**config.mk**
```make
export PLATFORM = sky130hd
export DESIGN_NAME = div_ctrl_flat
export DESIGN_NICKNAME = d
export VERILOG_FILES = /design/src/rtl/div_pkg.sv /design/src/rtl/div_if.sv /design/src/rtl/div_ctrl.sv /design/src/flat_wrapper.sv
export SDC_FILE = /design/constraint.sdc
export NUM_CORES = 1
export LEC_CHECK = 0
export BUFFER_PORTS_ARGS = -buffer_cell sky130_fd_sc_hd__buf_2
export CORE_UTILIZATION = 46
export DETAILED_ROUTE_END_ITERATION = 8
export HOLD_SLACK_MARGIN = 0.03
export PLACE_DENSITY = 0.8
export SLEW_MARGIN = 20
export SYNTH_ARGS = -nofsm -noshare
export SYNTH_HDL_FRONTEND = slang
export SYNTH_SLANG_ARGS = --single-unit
export TNS_END_PERCENT = 10
```
**constraint.sdc**
```tcl
create_clock -name clk -period 2.07 [get_ports clk]
set_input_delay 0.414 -clock clk [delete_from_list [all_inputs] [get_ports clk]]
set_output_delay 0.414 -clock clk [all_outputs]
set_load 0.01 [all_outputs]
```
**src/rtl/div_pkg.sv**
```systemverilog
// Shared types and constants for the DIV/DIVU sequencing controller.
// The DIV_ZERO_BYPASS_EN option itself lives in div_ctrl.sv.
package div_pkg;

    typedef enum logic [1:0] {
        IDLE,
        LOAD,
        WAIT,
        DONE
    } div_state_e;

    localparam int unsigned DATA_W = 32;
    localparam int unsigned RES_W  = 64;

    // Divider result layout: {remainder, quotient}
    localparam int unsigned REM_MSB = 63;
    localparam int unsigned REM_LSB = 32;
    localparam int unsigned QUO_MSB = 31;

    localparam int unsigned DEF_TIMEOUT_CYCLES = 16;

endpackage

```
**src/rtl/div_if.sv**
```systemverilog
// Controller-to-divider bus: the controller is the master, the iterative divider the slave.
interface div_if;
    import div_pkg::*;

    logic              div_start;
    logic              div_signed;
    logic [DATA_W-1:0] div_a;
    logic [DATA_W-1:0] div_b;
    logic              div_enable;
    logic              div_annul;
    logic              div_ready;
    logic [RES_W-1:0]  div_result;

    modport master (
        output div_start, div_signed, div_a, div_b, div_enable, div_annul,
        input  div_ready, div_result
    );

    modport slave (
        input  div_start, div_signed, div_a, div_b, div_enable, div_annul,
        output div_ready, div_result
    );

endinterface

```
**src/rtl/div_ctrl.sv**
```systemverilog
// EX-stage sequencer for DIV/DIVU: drives an external divider and writes HI/LO.
// Optional DIV_ZERO_BYPASS_EN: zero divisor skips the divider (LO = all ones, HI = dividend).
module div_ctrl
    import div_pkg::*;
#(
    parameter int unsigned TIMEOUT_CYCLES = DEF_TIMEOUT_CYCLES
) (
    input  logic              clk,
    input  logic              rst,
    input  logic              ex_div_valid,
    input  logic              ex_signed,
    input  logic [DATA_W-1:0] ex_a,
    input  logic [DATA_W-1:0] ex_b,
    input  logic              flush,
    input  logic              stall_in,
    div_if.master             dv,
    output logic              div_stall,
    output logic              hi_we,
    output logic              lo_we,
    output logic [DATA_W-1:0] hi_wdata,
    output logic [DATA_W-1:0] lo_wdata,
    output logic              div_timeout
);

    localparam int unsigned CW = $clog2(TIMEOUT_CYCLES + 1);

    div_state_e        state;
    logic [CW-1:0]     wait_cnt;
    logic [DATA_W-1:0] op_a;
    logic [DATA_W-1:0] op_b;
    logic              op_signed;
    logic [DATA_W-1:0] res_hi;
    logic [DATA_W-1:0] res_lo;
    logic              wr_pend;
    logic              annul_q;
    logic              timeout_q;
    logic              accept;

    assign accept = ex_div_valid & ~flush;

    always_ff @(posedge clk or negedge rst) begin
        if (!rst) begin
            state     <= IDLE;
            wait_cnt  <= '0;
            op_a      <= '0;
            op_b      <= '0;
            op_signed <= 1'b0;
            res_hi    <= '0;
            res_lo    <= '0;
            wr_pend   <= 1'b0;
            annul_q   <= 1'b0;
            timeout_q <= 1'b0;
        end else begin
            wr_pend   <= 1'b0;
            annul_q   <= 1'b0;
            timeout_q <= 1'b0;
            case (state)
                IDLE: begin
                    if (accept) begin
                        op_a      <= ex_a;
                        op_b      <= ex_b;
                        op_signed <= ex_signed;
                        wait_cnt  <= '0;
`ifdef DIV_ZERO_BYPASS_EN
                        if (ex_b == '0) begin
                            res_hi  <= ex_a;
                            res_lo  <= '1;
                            wr_pend <= 1'b1;
                            state   <= DONE;
                        end else begin
                            state <= LOAD;
                        end
`else
                        state <= LOAD;
`endif
                    end
                end
                LOAD: begin
                    if (flush) begin
                        annul_q <= 1'b1;
                        state   <= IDLE;
                    end else begin
                        wait_cnt <= '0;
                        state    <= WAIT;
                    end
                end
                WAIT: begin
                    // flush outranks a same-cycle div_ready
                    if (flush) begin
                        annul_q <= 1'b1;
                        state   <= IDLE;
                    end else if (dv.div_ready) begin
                        res_hi  <= dv.div_result[REM_MSB:REM_LSB];
                        res_lo  <= dv.div_result[QUO_MSB:0];
                        wr_pend <= 1'b1;
                        state   <= DONE;
                    end else if (wait_cnt == CW'(TIMEOUT_CYCLES - 1)) begin
                        annul_q   <= 1'b1;
                        timeout_q <= 1'b1;
                        state     <= IDLE;
                    end else begin
                        wait_cnt <= wait_cnt + 1'b1;
                    end
                end
                DONE: begin
                    if (flush || !stall_in) begin
                        state <= IDLE;
                    end
                end
                default: state <= IDLE;
            endcase
        end
    end

    assign dv.div_start  = (state == LOAD) || (state == WAIT);
    assign dv.div_signed = op_signed;
    assign dv.div_a      = op_a;
    assign dv.div_b      = op_b;
    assign dv.div_enable = ~stall_in;
    assign dv.div_annul  = annul_q;

    // Acceptance stall is combinational so the hazard unit holds EX in the capture cycle
    assign div_stall   = dv.div_start | (rst & (state == IDLE) & accept);
    assign hi_we       = wr_pend & ~flush;
    assign lo_we       = wr_pend & ~flush;
    assign hi_wdata    = res_hi;
    assign lo_wdata    = res_lo;
    assign div_timeout = timeout_q;

endmodule

```
**src/flat_wrapper.sv**
```systemverilog
// flat-port wrapper written by rule: the top's interface ports become plain ports
module div_ctrl_flat import div_pkg::*;
#(
    parameter int unsigned TIMEOUT_CYCLES = DEF_TIMEOUT_CYCLES
)
  (clk, rst, ex_div_valid, ex_signed, ex_a, ex_b, flush, stall_in, div_stall, hi_we, lo_we, hi_wdata, lo_wdata, div_timeout, dv_div_start, dv_div_signed, dv_div_a, dv_div_b, dv_div_enable, dv_div_annul, dv_div_ready, dv_div_result);
  div_if dv_i ();
  input  logic clk;
  input  logic rst;
  input  logic ex_div_valid;
  input  logic ex_signed;
  input  logic [DATA_W-1:0] ex_a;
  input  logic [DATA_W-1:0] ex_b;
  input  logic flush;
  input  logic stall_in;
  output logic div_stall;
  output logic hi_we;
  output logic lo_we;
  output logic [DATA_W-1:0] hi_wdata;
  output logic [DATA_W-1:0] lo_wdata;
  output logic div_timeout;
  output wire logic [$bits(dv_i.div_start)-1:0] dv_div_start;
  output wire logic [$bits(dv_i.div_signed)-1:0] dv_div_signed;
  output wire logic [$bits(dv_i.div_a)-1:0] dv_div_a;
  output wire logic [$bits(dv_i.div_b)-1:0] dv_div_b;
  output wire logic [$bits(dv_i.div_enable)-1:0] dv_div_enable;
  output wire logic [$bits(dv_i.div_annul)-1:0] dv_div_annul;
  input wire logic [$bits(dv_i.div_ready)-1:0] dv_div_ready;
  input wire logic [$bits(dv_i.div_result)-1:0] dv_div_result;
  assign dv_div_start = dv_i.div_start;
  assign dv_div_signed = dv_i.div_signed;
  assign dv_div_a = dv_i.div_a;
  assign dv_div_b = dv_i.div_b;
  assign dv_div_enable = dv_i.div_enable;
  assign dv_div_annul = dv_i.div_annul;
  assign dv_i.div_ready = dv_div_ready;
  assign dv_i.div_result = dv_div_result;
  div_ctrl #(.TIMEOUT_CYCLES(TIMEOUT_CYCLES)) u_core (.clk(clk), .rst(rst), .ex_div_valid(ex_div_valid), .ex_signed(ex_signed), .ex_a(ex_a), .ex_b(ex_b), .flush(flush), .stall_in(stall_in), .dv(dv_i), .div_stall(div_stall), .hi_we(hi_we), .lo_we(lo_we), .hi_wdata(hi_wdata), .lo_wdata(lo_wdata), .div_timeout(div_timeout));
endmodule
```
==> impl_metrics.yaml <==
outcome:
  run_status: "finished, final reports clean"
global_route:
  antenna_found_initial: 0
  grt_max_degree: 71
  grt_pass1_vias: 4476
  gr-total-overflow: 0
  track_usage_pct: 22.0
  grt_pass1_wl_mm: 21.6
clock_tree:
  clock_pin_slew_on_the_worst_setup_and_hold_paths_ns: 0.06
  clk-insertion-delay-late_ns: 0.42
  tritoncts: "done"
  cts_root_buffer: "sky130_fd_sc_hd__clkbuf_16"
  cts_inserted_buffers: 17
  number_of_buffers_added_for_setup_after_cts: 0
  htreeDepth: 4
  numClockSinks: 139
  cts_hold_repair.buffers: 0
  clock_tree.buffer_depth: 2
synth:
  synth-seq-cells: 139
  synth_flop_cell: "sky130_fd_sc_hd__dfrtp_1"
  mappedNetlistNets: 615
  synth_edf_count: 0
  portion_of_the_post_synthesis_area_used_by_sequential_elements_pct: 61.4
  post_synth_inst_count: 474
  synthesis.yosys.warnings: 0
  ys_async_sr_fraction_pct: 100
  synth.avg_cell_area_um2: 12.0
  post_synth_num_cell_types: 34
  mapped_area_mm2: 0.00567
placement:
  placement.io_buffers: 270
  gp_congestion: 0.792
  dp_hpwl_mm: 9.70
sta:
  final_hold_viol_count: 0
  timing_worst_slew_pin_value_ns: 0.879
  timing.setup.tns_ns: 0
  final.setup_skew_ns: 0.0115
  timing.final.crit_share_pct: 95.3
  timing.final.max_slew_violations: 0
  finalSetupViolations: 0
  timing.fmax_mhz: 507
  grt_setup_unrepaired: "false"
  final_period_minus_worst_setup_slack_ns: 1.97
  hold-worst-slack_ns: 0.183
  max-slew-margin-rel_pct: 41.4
routing:
  detail_route.drc_violations: 0
  vias: 4357
  final_antenna_net_count: 0
  routedWlPerCell_um: 15.0
  dr.first_iter.drc_count: 305
  detail_route.vias_per_cell: 4.80
  drt-pass1-iter-count: 4
  route.final.wire_length_mm: 13.6
setup_path:
  worstSetupEndpointType: "register"
  arrival_ns: 2.30
  startpoint_type: "register"
  path_class: "reg -> reg"
  required_ns: 2.40
  crit_fanout: 8
  rr_worst_depth: 7
hold_path:
  timing.hold.worst_path_depth: 3
  timing.hold.worst.class: "in -> reg"
cells_and_area:
  num_antenna_cells: 0
  fraction_of_layout_instances_using_a_drive_strength_above_1_pct: 50.3
  final_cell_mix: "269 x sky130_fd_sc_hd__buf_2, 199 x sky130_fd_sc_hd__nand2_1, 139 x sky130_fd_sc_hd__dfrtp_1, 50 x sky130_fd_sc_hd__mux2_4, 17 x sky130_fd_sc_hd__clkbuf_16"
  synthToLayoutAreaGrowth_pct: 37.1
  most_common_cell_after_layout_fill_and_taps_aside: "sky130_fd_sc_hd__buf_2"
  finalCoreUtilization_pct: 64.7
  final_net_count: 889
die:
  fp-row-count: 40
  initial_utilization_pct: 47.2
  io_pins: 271
  floorplan.die_area_mm2: 0.0128
  die_y_um: 113
  dieWidth_um: 113
  core_mm2: 0.0120
power_and_ir_drop:
  static-leakage-power_nw: 4.42
  max-vdd-ir-drop_mv: 0.837
  power_density_mw_per_mm2: 1580
run:
  max-cap-violations: 0
-- per-stage QoR --
step | area [um^2] | std cells | power [mW] | setup WS [ns]
3_5_place_dp | 7140 | 876 | 9.16 | 0.111
2_1_floorplan | 5670 | 474 | 7.24 | 0.228
5_1_grt | 7770 | 908 | 13.0 | 0.0252
6_report | 7770 | 908 | 12.3 | 0.0973
3_3_place_gp | 7140 | 876 | 8.94 | 0.181
4_1_cts | 7760 | 908 | 12.3 | 0.0157
-- worst max-delay path, stage by stage, from the launching register on --
cell	delay [ns]
sky130_fd_sc_hd__dfrtp_1	0.40
sky130_fd_sc_hd__ha_1	0.24
sky130_fd_sc_hd__and3_1	0.19
sky130_fd_sc_hd__ha_1	0.22
sky130_fd_sc_hd__o21ai_1	0.22
sky130_fd_sc_hd__nand4b_4	0.18
sky130_fd_sc_hd__or2_4	0.28
sky130_fd_sc_hd__o31ai_2	0.16
-- report_power, final --
group	leakage [nW]	internal, mW	switching (mW)	total (mW)
Sequential	1.72	3.99	0.695	4.69
Clock	0.299	1.98	1.11	3.09
Combinational	2.40	2.25	2.23	4.48
-- Yosys cell counts, types with 2 or more instances --
cell type	n	area (um^2)
sky130_fd_sc_hd__nand3b_1	2	15.0
sky130_fd_sc_hd__nand2b_1	2	12.5
sky130_fd_sc_hd__inv_1	5	18.8
sky130_fd_sc_hd__inv_2	2	7.51
sky130_fd_sc_hd__mux2_4	50	751
sky130_fd_sc_hd__buf_2	15	75.1
sky130_fd_sc_hd__nand2_1	200	751
sky130_fd_sc_hd__a21oi_1	2	10.0
sky130_fd_sc_hd__nor2_1	3	11.3
sky130_fd_sc_hd__o31ai_2	2	25.0
sky130_fd_sc_hd__dfrtp_1	139	3480
sky130_fd_sc_hd__o21ai_1	6	30.0
sky130_fd_sc_hd__ha_1	6	75.1
sky130_fd_sc_hd__buf_6	7	78.8
sky130_fd_sc_hd__mux2_1	5	56.3
sky130_fd_sc_hd__mux2_2	10	113
-- sequential cells by signal, indices dropped and copies added (netlist names) --
signal                cells
u_core.dv.div_a          32
u_core.dv.div_b          32
u_core.hi_wdata          32
u_core.lo_wdata          32
u_core.wait_cnt           5
u_core.state              2
u_core.div_timeout        1
u_core.dv.div_annul       1
u_core.dv.div_signed      1
u_core.wr_pend            1
-- logic make-up after synthesis --
group,after synthesis,synth area share [%]
AOI/OAI and AO/OA,17,2.32
adders and majority gates,6,1.33
buffers and inverters,31,3.38
DFF,139,61.4
muxes,66,16.4
and+or+nand+nor,215,15.2
-- layer usage --
layer / routed length [um] / up-vias / global-route usage (%)
li1: - / 2060 / -
met1: 5330 / 2092 / 25.0
met2: 7010 / 184 / 38.7
met3: 1040 / 21 / 7.02
met4: 265 / 0 / 8.60
met5: 0 / - / 0
-- final timing paths --
check	slack, ns	end	startpoint
worst max-delay path	0.1	u_core.wait_cnt[3]	u_core.wait_cnt[0]
worst min-delay path	0.18	u_core.hi_wdata[6]	dv_div_result[38]
worst max register to register	0.1	u_core.wait_cnt[3]	u_core.wait_cnt[0]
min in group asynchronous	0.24	u_core.dv.div_a[25]	rst
worst min register to register	0.47	u_core.lo_wdata[28]	u_core.lo_wdata[28]
max in group asynchronous	1.26	u_core.wait_cnt[4]	rst
-- final cells by class --
class	count	area (um^2)
Clock buffer	21	470
Tap cell	147	184
Timing Repair Buffer	279	1450
Fill cell	928	4240
Clock inverter	11	143
Multi-Input combinational cell	304	2020
Sequential cell	139	3480
Inverter	7	26.3
-- what timing repair did --
item | CTS | global route
setup endpoints to repair | 1 | 2
resized for setup | 1 | 3
pin swaps | 0 | 0
No activity file was read; power rests on OpenSTA's default activity.
